File: src/rtl/mem_arbiter_if.sv
// mem_arbiter_if: bundle of the master-side request/response signals and the
// shared memory port seen by mem_arbiter.
//   port_valid_i/addr/wdata/wmask : per-master request, flattened (port i at
//                                   [i*W +: W])
//   port_rdata_o/port_ready_o     : per-master response, ready is a 1-cycle pulse
//   mem_*                         : single shared memory request/response
//   grant_o                       : one-hot current owner (zero when idle)
// Modports: slave = arbiter side, master = masters + memory side.
interface mem_arbiter_if #(
  parameter int NUM_PORTS = 3,
  parameter int ADDR_W    = 32,
  parameter int DATA_W    = 32
);
  logic [NUM_PORTS-1:0]          port_valid_i;
  logic [NUM_PORTS*ADDR_W-1:0]   port_addr_i;
  logic [NUM_PORTS*DATA_W-1:0]   port_wdata_i;
  logic [NUM_PORTS*DATA_W/8-1:0] port_wmask_i;
  logic [NUM_PORTS*DATA_W-1:0]   port_rdata_o;
  logic [NUM_PORTS-1:0]          port_ready_o;
  logic                          mem_valid_o;
  logic [ADDR_W-1:0]             mem_addr_o;
  logic [DATA_W-1:0]             mem_wdata_o;
  logic [DATA_W/8-1:0]           mem_wmask_o;
  logic [DATA_W-1:0]             mem_rdata_i;
  logic                          mem_ready_i;
  logic [NUM_PORTS-1:0]          grant_o;

  modport slave (
    input  port_valid_i, port_addr_i, port_wdata_i, port_wmask_i,
    output port_rdata_o, port_ready_o,
    output mem_valid_o, mem_addr_o, mem_wdata_o, mem_wmask_o,
    input  mem_rdata_i, mem_ready_i,
    output grant_o
  );

  modport master (
    output port_valid_i, port_addr_i, port_wdata_i, port_wmask_i,
    input  port_rdata_o, port_ready_o,
    input  mem_valid_o, mem_addr_o, mem_wdata_o, mem_wmask_o,
    output mem_rdata_i, mem_ready_i,
    input  grant_o
  );
endinterface

File: src/rtl/mem_arbiter.sv
// mem_arbiter: registered N-port arbiter in front of one shared memory port.
// A winner's request is latched on grant and held on the memory bus until
// mem_ready_i; the response is steered only to the granted master.
//   clk   : system clock
//   reset : asynchronous, active-high
//   bus   : mem_arbiter_if.slave (master requests, responses, memory port, grant)
// Parameters: NUM_PORTS (2..8), ADDR_W, DATA_W, FIXED_PRIO (0 = round-robin,
// 1 = lowest index wins).

// Per-port response steering: a port sees ready/rdata only while it owns the
// bus and memory completes; otherwise its slice is forced to zero.
module mem_arbiter_lane #(
  parameter int DATA_W = 32
) (
  input  logic              gnt,
  input  logic              done,
  input  logic [DATA_W-1:0] mem_rdata,
  output logic              ready,
  output logic [DATA_W-1:0] rdata
);
  assign ready = gnt & done;
  assign rdata = ready ? mem_rdata : '0;
endmodule

module mem_arbiter #(
  parameter int NUM_PORTS  = 3,
  parameter int ADDR_W     = 32,
  parameter int DATA_W     = 32,
  parameter int FIXED_PRIO = 0
) (
  input  logic         clk,
  input  logic         reset,
  mem_arbiter_if.slave bus
);
  localparam int MASK_W = DATA_W / 8;
  localparam int IDX_W  = $clog2(NUM_PORTS);

  typedef enum logic {IDLE, BUSY} state_t;

  state_t state, state_nxt;

  logic [NUM_PORTS-1:0][ADDR_W-1:0] addr_v;
  logic [NUM_PORTS-1:0][DATA_W-1:0] wdata_v;
  logic [NUM_PORTS-1:0][MASK_W-1:0] wmask_v;
  logic [NUM_PORTS-1:0][DATA_W-1:0] rdata_v;
  logic [NUM_PORTS-1:0]             ready_v;

  logic [IDX_W-1:0]     last, win_idx, cand;
  logic                 win_found, do_grant, done;
  logic [NUM_PORTS-1:0] grant;
  logic [ADDR_W-1:0]    addr_q;
  logic [DATA_W-1:0]    wdata_q;
  logic [MASK_W-1:0]    wmask_q;

  assign addr_v  = bus.port_addr_i;
  assign wdata_v = bus.port_wdata_i;
  assign wmask_v = bus.port_wmask_i;

  // Winner selection. Fixed priority scans downward so the lowest valid index
  // is the last one written. Round-robin scans last+1 .. last with wrap.
  always_comb begin
    win_found = 1'b0;
    win_idx   = '0;
    cand      = '0;
    if (FIXED_PRIO != 0) begin
      for (int i = NUM_PORTS - 1; i >= 0; i--) begin
        if (bus.port_valid_i[IDX_W'(i)]) begin
          win_found = 1'b1;
          win_idx   = IDX_W'(i);
        end
      end
    end else begin
      for (int k = 1; k <= NUM_PORTS; k++) begin
        cand = IDX_W'((int'(last) + k) % NUM_PORTS);
        if (!win_found && bus.port_valid_i[cand]) begin
          win_found = 1'b1;
          win_idx   = cand;
        end
      end
    end
  end

  // Next-state: IDLE grants whenever anything is pending; BUSY waits for
  // memory. Returning through IDLE forces a one-cycle gap between grants.
  always_comb begin
    state_nxt = state;
    do_grant  = 1'b0;
    case (state)
      IDLE: if (win_found) begin
        do_grant  = 1'b1;
        state_nxt = BUSY;
      end
      BUSY: if (bus.mem_ready_i) state_nxt = IDLE;
      default: state_nxt = IDLE;
    endcase
  end

  // mem_ready_i only counts while a request is outstanding.
  assign done = (state == BUSY) && bus.mem_ready_i;

  always_ff @(posedge clk or posedge reset) begin
    if (reset) begin
      state   <= IDLE;
      last    <= IDX_W'(NUM_PORTS - 1);
      grant   <= '0;
      addr_q  <= '0;
      wdata_q <= '0;
      wmask_q <= '0;
    end else begin
      state <= state_nxt;
      if (do_grant) begin
        // Only this copy reaches memory; later changes on the port are ignored.
        addr_q  <= addr_v[win_idx];
        wdata_q <= wdata_v[win_idx];
        wmask_q <= wmask_v[win_idx];
        grant   <= NUM_PORTS'(1) << win_idx;
        if (FIXED_PRIO == 0) last <= win_idx;
      end else if (done) begin
        grant <= '0;
      end
    end
  end

  for (genvar i = 0; i < NUM_PORTS; i++) begin : g_lane
    mem_arbiter_lane #(.DATA_W(DATA_W)) u_lane (
      .gnt       (grant[i]),
      .done      (done),
      .mem_rdata (bus.mem_rdata_i),
      .ready     (ready_v[i]),
      .rdata     (rdata_v[i])
    );
  end

  // Valid is decoded from the state register so reset drops it immediately.
  assign bus.mem_valid_o  = (state == BUSY);
  assign bus.mem_addr_o   = addr_q;
  assign bus.mem_wdata_o  = wdata_q;
  assign bus.mem_wmask_o  = wmask_q;
  assign bus.grant_o      = grant;
  assign bus.port_ready_o = ready_v;
  assign bus.port_rdata_o = rdata_v;
endmodule

File: src/flat_wrapper.sv
// flat-port wrapper written by rule: the top's interface ports become plain ports
module mem_arbiter_flat 
#(
  parameter int NUM_PORTS  = 3,
  parameter int ADDR_W     = 32,
  parameter int DATA_W     = 32,
  parameter int FIXED_PRIO = 0
)
  (clk, reset, bus_port_valid_i, bus_port_addr_i, bus_port_wdata_i, bus_port_wmask_i, bus_port_rdata_o, bus_port_ready_o, bus_mem_valid_o, bus_mem_addr_o, bus_mem_wdata_o, bus_mem_wmask_o, bus_mem_rdata_i, bus_mem_ready_i, bus_grant_o);
  mem_arbiter_if #(.NUM_PORTS(NUM_PORTS), .ADDR_W(ADDR_W), .DATA_W(DATA_W)) bus_i ();
  input  logic clk;
  input  logic reset;
  input wire logic [$bits(bus_i.port_valid_i)-1:0] bus_port_valid_i;
  input wire logic [$bits(bus_i.port_addr_i)-1:0] bus_port_addr_i;
  input wire logic [$bits(bus_i.port_wdata_i)-1:0] bus_port_wdata_i;
  input wire logic [$bits(bus_i.port_wmask_i)-1:0] bus_port_wmask_i;
  output wire logic [$bits(bus_i.port_rdata_o)-1:0] bus_port_rdata_o;
  output wire logic [$bits(bus_i.port_ready_o)-1:0] bus_port_ready_o;
  output wire logic [$bits(bus_i.mem_valid_o)-1:0] bus_mem_valid_o;
  output wire logic [$bits(bus_i.mem_addr_o)-1:0] bus_mem_addr_o;
  output wire logic [$bits(bus_i.mem_wdata_o)-1:0] bus_mem_wdata_o;
  output wire logic [$bits(bus_i.mem_wmask_o)-1:0] bus_mem_wmask_o;
  input wire logic [$bits(bus_i.mem_rdata_i)-1:0] bus_mem_rdata_i;
  input wire logic [$bits(bus_i.mem_ready_i)-1:0] bus_mem_ready_i;
  output wire logic [$bits(bus_i.grant_o)-1:0] bus_grant_o;
  assign bus_i.port_valid_i = bus_port_valid_i;
  assign bus_i.port_addr_i = bus_port_addr_i;
  assign bus_i.port_wdata_i = bus_port_wdata_i;
  assign bus_i.port_wmask_i = bus_port_wmask_i;
  assign bus_port_rdata_o = bus_i.port_rdata_o;
  assign bus_port_ready_o = bus_i.port_ready_o;
  assign bus_mem_valid_o = bus_i.mem_valid_o;
  assign bus_mem_addr_o = bus_i.mem_addr_o;
  assign bus_mem_wdata_o = bus_i.mem_wdata_o;
  assign bus_mem_wmask_o = bus_i.mem_wmask_o;
  assign bus_i.mem_rdata_i = bus_mem_rdata_i;
  assign bus_i.mem_ready_i = bus_mem_ready_i;
  assign bus_grant_o = bus_i.grant_o;
  mem_arbiter #(.NUM_PORTS(NUM_PORTS), .ADDR_W(ADDR_W), .DATA_W(DATA_W), .FIXED_PRIO(FIXED_PRIO)) u_core (.clk(clk), .reset(reset), .bus(bus_i));
endmodule
File: config.mk
export PLATFORM = sky130hd
export DESIGN_NAME = mem_arbiter_flat
export DESIGN_NICKNAME = d
export VERILOG_FILES = /design/src/rtl/mem_arbiter_if.sv /design/src/rtl/mem_arbiter.sv /design/src/flat_wrapper.sv
export SDC_FILE = /design/constraint.sdc
export NUM_CORES = 1
export LEC_CHECK = 0
export BUFFER_PORTS_ARGS = -buffer_cell sky130_fd_sc_hd__buf_2
export CAP_MARGIN = 15
export CORE_AREA = 2 2 159 161
export DETAILED_ROUTE_END_ITERATION = 16
export DIE_AREA = 0 0 161 163
export PLACE_DENSITY = 0.54
export SKIP_CTS_REPAIR_TIMING = 1
export SYNTH_ARGS = -nofsm -noshare
export SYNTH_HDL_FRONTEND = slang
export SYNTH_HIERARCHICAL = 1
export SYNTH_SLANG_ARGS = --single-unit
File: constraint.sdc
create_clock -name clk -period 4.35 [get_ports clk]
set_input_delay 0.87 -clock clk [delete_from_list [all_inputs] [get_ports clk]]
set_output_delay 0.87 -clock clk [all_outputs]
set_load 0.005 [all_outputs]
==> flow_summary.ini, run 1 <==
[run_status]
status = finished, final reports clean

[pwr]
clkPwrFrac = 0.145
p_seq_frac = 0.259
combPwrFrac = 0.596
p_switching_mw = 2.28
p_per_area_nw_per_um2 = 658
p_int_mw = 2.77
switching_share = 0.451
power_leakage_nw = 4.39
ir_worst_vdd_mv = 0.439

[timing]
rsz0062_at_grt = false
clock_skew_ps = 11.5
slew_viol_final = 0
whs_ps = 481
min_period_ps = 3330
slew-limit-headroom = 0.354
finalCritPeriodShare = 0.766
hold_viol = 0
max_freq_ghz = 0.300
tns_ps = 0
tightest_slew_ps = 970
setup_viol = 0

[synthesis]
ys_async_sr_fraction = 1.00
synth_area_leaders = dfrtp_1, mux2i_1, and3_2
syn_area_um2 = 5120
yosysTopAreaCellShare = 0.356
synth_area_leader_cell = dfrtp_1
syn_area_per_cell_um2 = 9.18
synth_cells = 558
yosys_most_used_dff = dfrtp_1
synth_edf_count = 0
yosysSeqAreaShare = 0.362
yosysUniqueCellTypes = 34
synth_seq_cells = 74
synth_fp_nets = 804
synth_warnings = 6

[die]
fp.dieArea_um2 = 26200
die_h_um = 163
io_pins = 413
core_area_um2 = 24700
placementRows = 58
dieWidth_um = 161
start_util = 0.208

[worst_setup_path]
crit_buf_inv = 4
endpoint_kind = output port
r2r-end = u_core/bus.mem_wdata_o[5]
reg2reg_slack_ps = 1360
cp.arrival_ps = 2460
worstPathCellList = buf_2 > nand2_1 > clkinv_1 > buf_4 > and3_1 > buf_2
r2r-start = u_core/last[1]
critPathSlowestCell = clkinv_1
crit_fanout = 69
path_delay_family = buffers and inverters
slowest_delay_ps = 490
crit_type = primary input to output port
crit_required_ps = 3480
critPathLaunchType = primary input
cp_common_cell = buf_2
r2r_cells = 9

[clock_network]
cts_tree = yes
cts-root-buf = clkbuf_16
cts-htree-levels = 3
clk_latency_ps = 340
cts_buffer_depth = 2
numCtsBuffers = 9
numClockSinks = 74
clk_pin_slew_worst_paths_ps = 60

[route]
wl_per_cell_um = 15.8
drt_iter0_drc = 234
avgViaCountPerCell = 4.50
drt_pass1_iterations = 4
detail-route-antenna-nets = 0
vias = 5693
finalWirelength_mm = 20.0
drc = 0

[layout]
final_cell_mix = buf_2, nand2_1, mux2i_1
area_growth_pct = 49.8
final_common_cell = buf_2
drive_gt1_frac = 0.568
diodes = 0
nets = 1177

[placement]
place.gp.congestion = 0.786
portBuffers = 412
dp_hpwl_mm = 15.2

[global_route]
grt_pass1_wl_mm = 30.2
track_usage = 0.147
grt_pass1_vias = 5496
grt_overflow = 0
antenna_found_initial = 0
grt_max_degree = 72

[hold_path]
whs_endpoint = u_core/bus.mem_wdata_o[3]
hold_path.class = flop to flop
hold_depth = 2
min_from = u_core/bus.mem_wdata_o[3]

[job]
cap_viol_max_count = 0
[per-layer routing]
layer	wire, µm	track usage	vias to the layer above
li1	-	-	2779
met1	7900	0.164	2626
met2	10300	0.277	273
met3	1530	0.0387	15
met4	212	0.0349	0
met5	0	0	-
[cell families after synthesis]
family	count (synthesis)	share of synthesized area
AO/OA/AOI/OAI	80	0.136
multiplexers	74	0.145
AND/OR/NAND/NOR	262	0.281
flip-flops	74	0.362
adder cells (fa/ha/maj)	4	0.00977
buffers and inverters	64	0.0666
[cell usage after synthesis (2+ instances only)]
| cell type | number |
|---|---|
| a21oi_1 | 2 |
| and2_1 | 3 |
| and3_1 | 27 |
| and3_2 | 69 |
| buf_2 | 18 |
| buf_4 | 6 |
| buf_6 | 6 |
| clkbuf_1 | 20 |
| clkbuf_2 | 9 |
| dfrtp_1 | 73 |
| ha_1 | 4 |
| inv_1 | 5 |
| mux2i_1 | 74 |
| nand2_1 | 77 |
| nand2b_1 | 5 |
| nand3_1 | 71 |
| nor2_1 | 2 |
| nor2b_1 | 3 |
| o211ai_1 | 48 |
| o211ai_2 | 20 |
| o21ai_0 | 2 |
| o21ai_1 | 2 |
[worst max-delay path by stage]
| stage | from | endpoint | slack (ps) | depth (start not counted) |
|---|---|---|---|---|
| 6_report | bus_mem_ready_i | bus_port_rdata_o[92] | 1020 | 6 |
| 5_1_grt | bus_mem_ready_i | bus_port_rdata_o[92] | 870 | 6 |
| 4_1_cts | bus_mem_ready_i | bus_port_rdata_o[92] | 1030 | 6 |
| 3_5_place_dp | bus_mem_ready_i | bus_port_rdata_o[92] | 1050 | 6 |
| 3_3_place_gp | bus_mem_ready_i | bus_port_rdata_o[92] | 1120 | 6 |
| 2_1_floorplan | reset | u_core/bus.grant_o[0] | 1600 | 1 |
[metrics by stage]
stage               utilization  total power, mW  instance area (µm²)  setup slack [ps]  cells
finish                    0.311             5.05                 7680              1020   1266
global route              0.311             5.46                 7680               867   1266
CTS                       0.311             5.15                 7680              1030   1266
detailed placement        0.300             4.39                 7390              1050   1250
global placement          0.300             4.37                 7390              1120   1250
floorplan                     -             3.40                 5120              1600    558
[power groups by stage]
stage,Clock [mW],Sequential (mW),Combinational (mW)
floorplan,0,1.26,2.15
global placement,0,1.30,3.06
detailed placement,0,1.31,3.07
CTS,0.767,1.31,3.07
global route,0.794,1.36,3.31
finish,0.730,1.31,3.01
[flip-flops by register name, summed over array words and instances (netlist names)]
register                flops
u_core/bus.mem_wdata_o     32
u_core/bus.mem_addr_o      32
u_core/bus.grant_o          3
u_core/bus.mem_wmask_o      4
u_core/last                 2
u_core/bus.mem_valid_o      1
[cell type report]
| cell class | count | area [µm²] |
|---|---|---|
| fill | 2659 | 17000 |
| multi-input combinational | 420 | 2940 |
| timing repair buffer | 421 | 2170 |
| sequential | 74 | 1850 |
| tap | 330 | 413 |
| clock buffer | 10 | 239 |
| clock inverter | 6 | 47.5 |
| inverter | 5 | 20.0 |
[worst reg2reg max path, delay by kind of cell, from the launching register on]
| kind | cells | cell delay, ps |
|---|---|---|
| AND/OR/NAND/NOR | 3 | 1000 |
| flip-flops | 1 | 550 |
| buffers and inverters | 2 | 510 |
| multiplexers | 2 | 430 |
| adder cells (fa/ha/maj) | 1 | 280 |
| AO/OA/AOI/OAI | 1 | 110 |
No activity file was read; power rests on OpenSTA's default activity.
==> run 2, diff against run 1 <==
--- a/config.mk
+++ b/config.mk
@@ -10,7 +10,7 @@
 export CORE_AREA = 2 2 159 161
 export DETAILED_ROUTE_END_ITERATION = 16
 export DIE_AREA = 0 0 161 163
-export PLACE_DENSITY = 0.54
+export PLACE_DENSITY = 0.56
 export SKIP_CTS_REPAIR_TIMING = 1
 export SYNTH_ARGS = -nofsm -noshare
 export SYNTH_HDL_FRONTEND = slang
==> constraint.sdc (replaced) <==
create_clock -name clk -period 2.85 [get_ports clk]
set_input_delay 0.57 -clock clk [delete_from_list [all_inputs] [get_ports clk]]
set_output_delay 0.57 -clock clk [all_outputs]
set_load 0.005 [all_outputs]
==> run 2 against run 1 <==
  * Combinational power increased by 63%
  * Register-to-register slack worse by 1200 ps
  * Global-route usage is 0.86 points higher
  * Non-clock buffer count is 12 higher
  * Critical path depth rose by 3
  * Cell count rose by 0.87%
  * First-iteration DRC count up 15%
  * Largest power group unchanged
  * Highest routed layer unchanged
==> flow_summary.ini, run 2 (same netlist as run 1, synthesis figures left out) <==
[run_status]
status = finished, final reports clean

[route]
finalWirelength_mm = 21.2
avgViaCountPerCell = 4.52
vias = 5776
wl_per_cell_um = 16.6
detail-route-antenna-nets = 0
drt_iter0_drc = 269
drt_pass1_iterations = 5
drc = 0

[timing]
min_period_ps = 2650
slew_viol_final = 0
slew-limit-headroom = 0.396
rsz0062_at_grt = false
tightest_slew_ps = 906
setup_viol = 0
hold_viol = 0
tns_ps = 0
whs_ps = 324
clock_skew_ps = 11.8
postLayoutSetupSlackWorst_ps = 203
max_freq_ghz = 0.378
finalCritPeriodShare = 0.929

[global_route]
antenna_found_initial = 0
grt_overflow = 0
grt_pass1_vias = 5715
grt_pass1_wl_mm = 32.0
grt_max_degree = 100
track_usage = 0.155

[pwr]
switching_share = 0.429
clkPwrFrac = 0.165
p_switching_mw = 3.52
ir_worst_vdd_mv = 0.568
p_per_area_nw_per_um2 = 1040
p_int_mw = 4.69
p_seq_frac = 0.237
power_leakage_nw = 4.49
combPwrFrac = 0.598

[placement]
dp_hpwl_mm = 15.9
place.gp.congestion = 0.791
portBuffers = 412
place_area_um2 = 7510
pre_cts_ws_ps = 128

[die]
fp.dieArea_um2 = 26200
start_util = 0.208
io_pins = 413
placementRows = 58
core_area_um2 = 24700
die_h_um = 163
dieWidth_um = 161

[layout]
area_growth_pct = 53.5
nFillCells = 2636
fin_area_um2 = 7870
final_cell_mix = buf_2, nand2_1, mux2i_1
drive_gt1_frac = 0.573
diodes = 0
final_common_cell = buf_2
nets = 1189

[clock_network]
cts-htree-levels = 3
cts_tree = yes
numCtsBuffers = 9
cts_buffer_depth = 2
numClockSinks = 74
cts-root-buf = clkbuf_16
clk_latency_ps = 340
clk_pin_slew_worst_paths_ps = 60

[worst_setup_path]
crit_fanout = 22
cp.arrival_ps = 2850
crit_type = flop to flop
critPathLaunchType = flop
endpoint_kind = flop
crit_required_ps = 3050

[job]
cap_viol_max_count = 0

[hold_path]
hold_path.class = primary input to async pin
[run 2: changes by cell type in the layout (fill, tap and decap cells not counted)]
cell	before	now
bufinv_16	0	3
nand2b_4	0	1
buf_12	3	6
buf_4	6	15
clkinv_4	1	0
nand2b_2	1	0
inv_6	3	0
[run 2: worst paths after layout]
check | start | to | slack (ps) | depth (start not counted)
worst min register to register | u_core/bus.mem_wdata_o[1] | u_core/bus.mem_wdata_o[1] | 480 | 2
worst min-delay path | reset | u_core/bus.mem_addr_o[18] | 320 | 3
min in group clk | bus_port_addr_i[84] | u_core/bus.mem_addr_o[20] | 470 | 3
max in group asynchronous | reset | u_core/last[1] | 2180 | 3
worst max register to register | u_core/last[1] | u_core/bus.mem_addr_o[1] | 200 | 9
worst max-delay path | u_core/last[1] | u_core/bus.mem_addr_o[1] | 200 | 9
[run 2: area by class of cell]
cell class,count,area (µm²),share of cell area
Timing Repair Buffer,433,2290,0.292
Multi-Input combinational cell,420,2940,0.374
Clock inverter,5,103,0.0130
Sequential cell,74,1850,0.236
Tap cell,330,413,0.0525
Clock buffer,10,239,0.0304
Inverter,5,20.0,0.00255
[run 2: metal layers]
layer | vias up | GRT usage | part of all wire
li1 | 2797 | - | -
met1 | 2708 | 0.186 | 0.41
met2 | 261 | 0.279 | 0.50
met3 | 10 | 0.0369 | 0.078
met4 | 0 | 0.0390 | 0.0095
met5 | - | 0 | 0
[run 2: critical path: stages (launching register included)]
cell,delay (ps)
dfstp_2,540
inv_1,70
ha_1,290
mux2i_1,170
mux2i_1,230
o21ai_1,100
a222oi_1,280
buf_4,440
mux2i_1,260
o211ai_1,100
[run 2: per-stage QoR]
stage          utilization  total power, mW  instances
6_report             0.319             8.21       1277
3_3_place_gp         0.304             6.84       1260
2_1_floorplan            -             5.19        558
3_5_place_dp         0.304             6.91       1260
5_1_grt              0.319             8.86       1277
4_1_cts              0.318             8.32       1275
[run 2: power groups by stage]
stage | clock, mW | sequential (mW) | combinational, mW
after global routing | 1.45 | 2.02 | 5.39
final | 1.35 | 1.94 | 4.91
after detailed placement | 0 | 1.95 | 4.97
after floorplan | 0 | 1.92 | 3.28
after global placement | 0 | 1.95 | 4.88
after CTS | 1.41 | 1.95 | 4.96
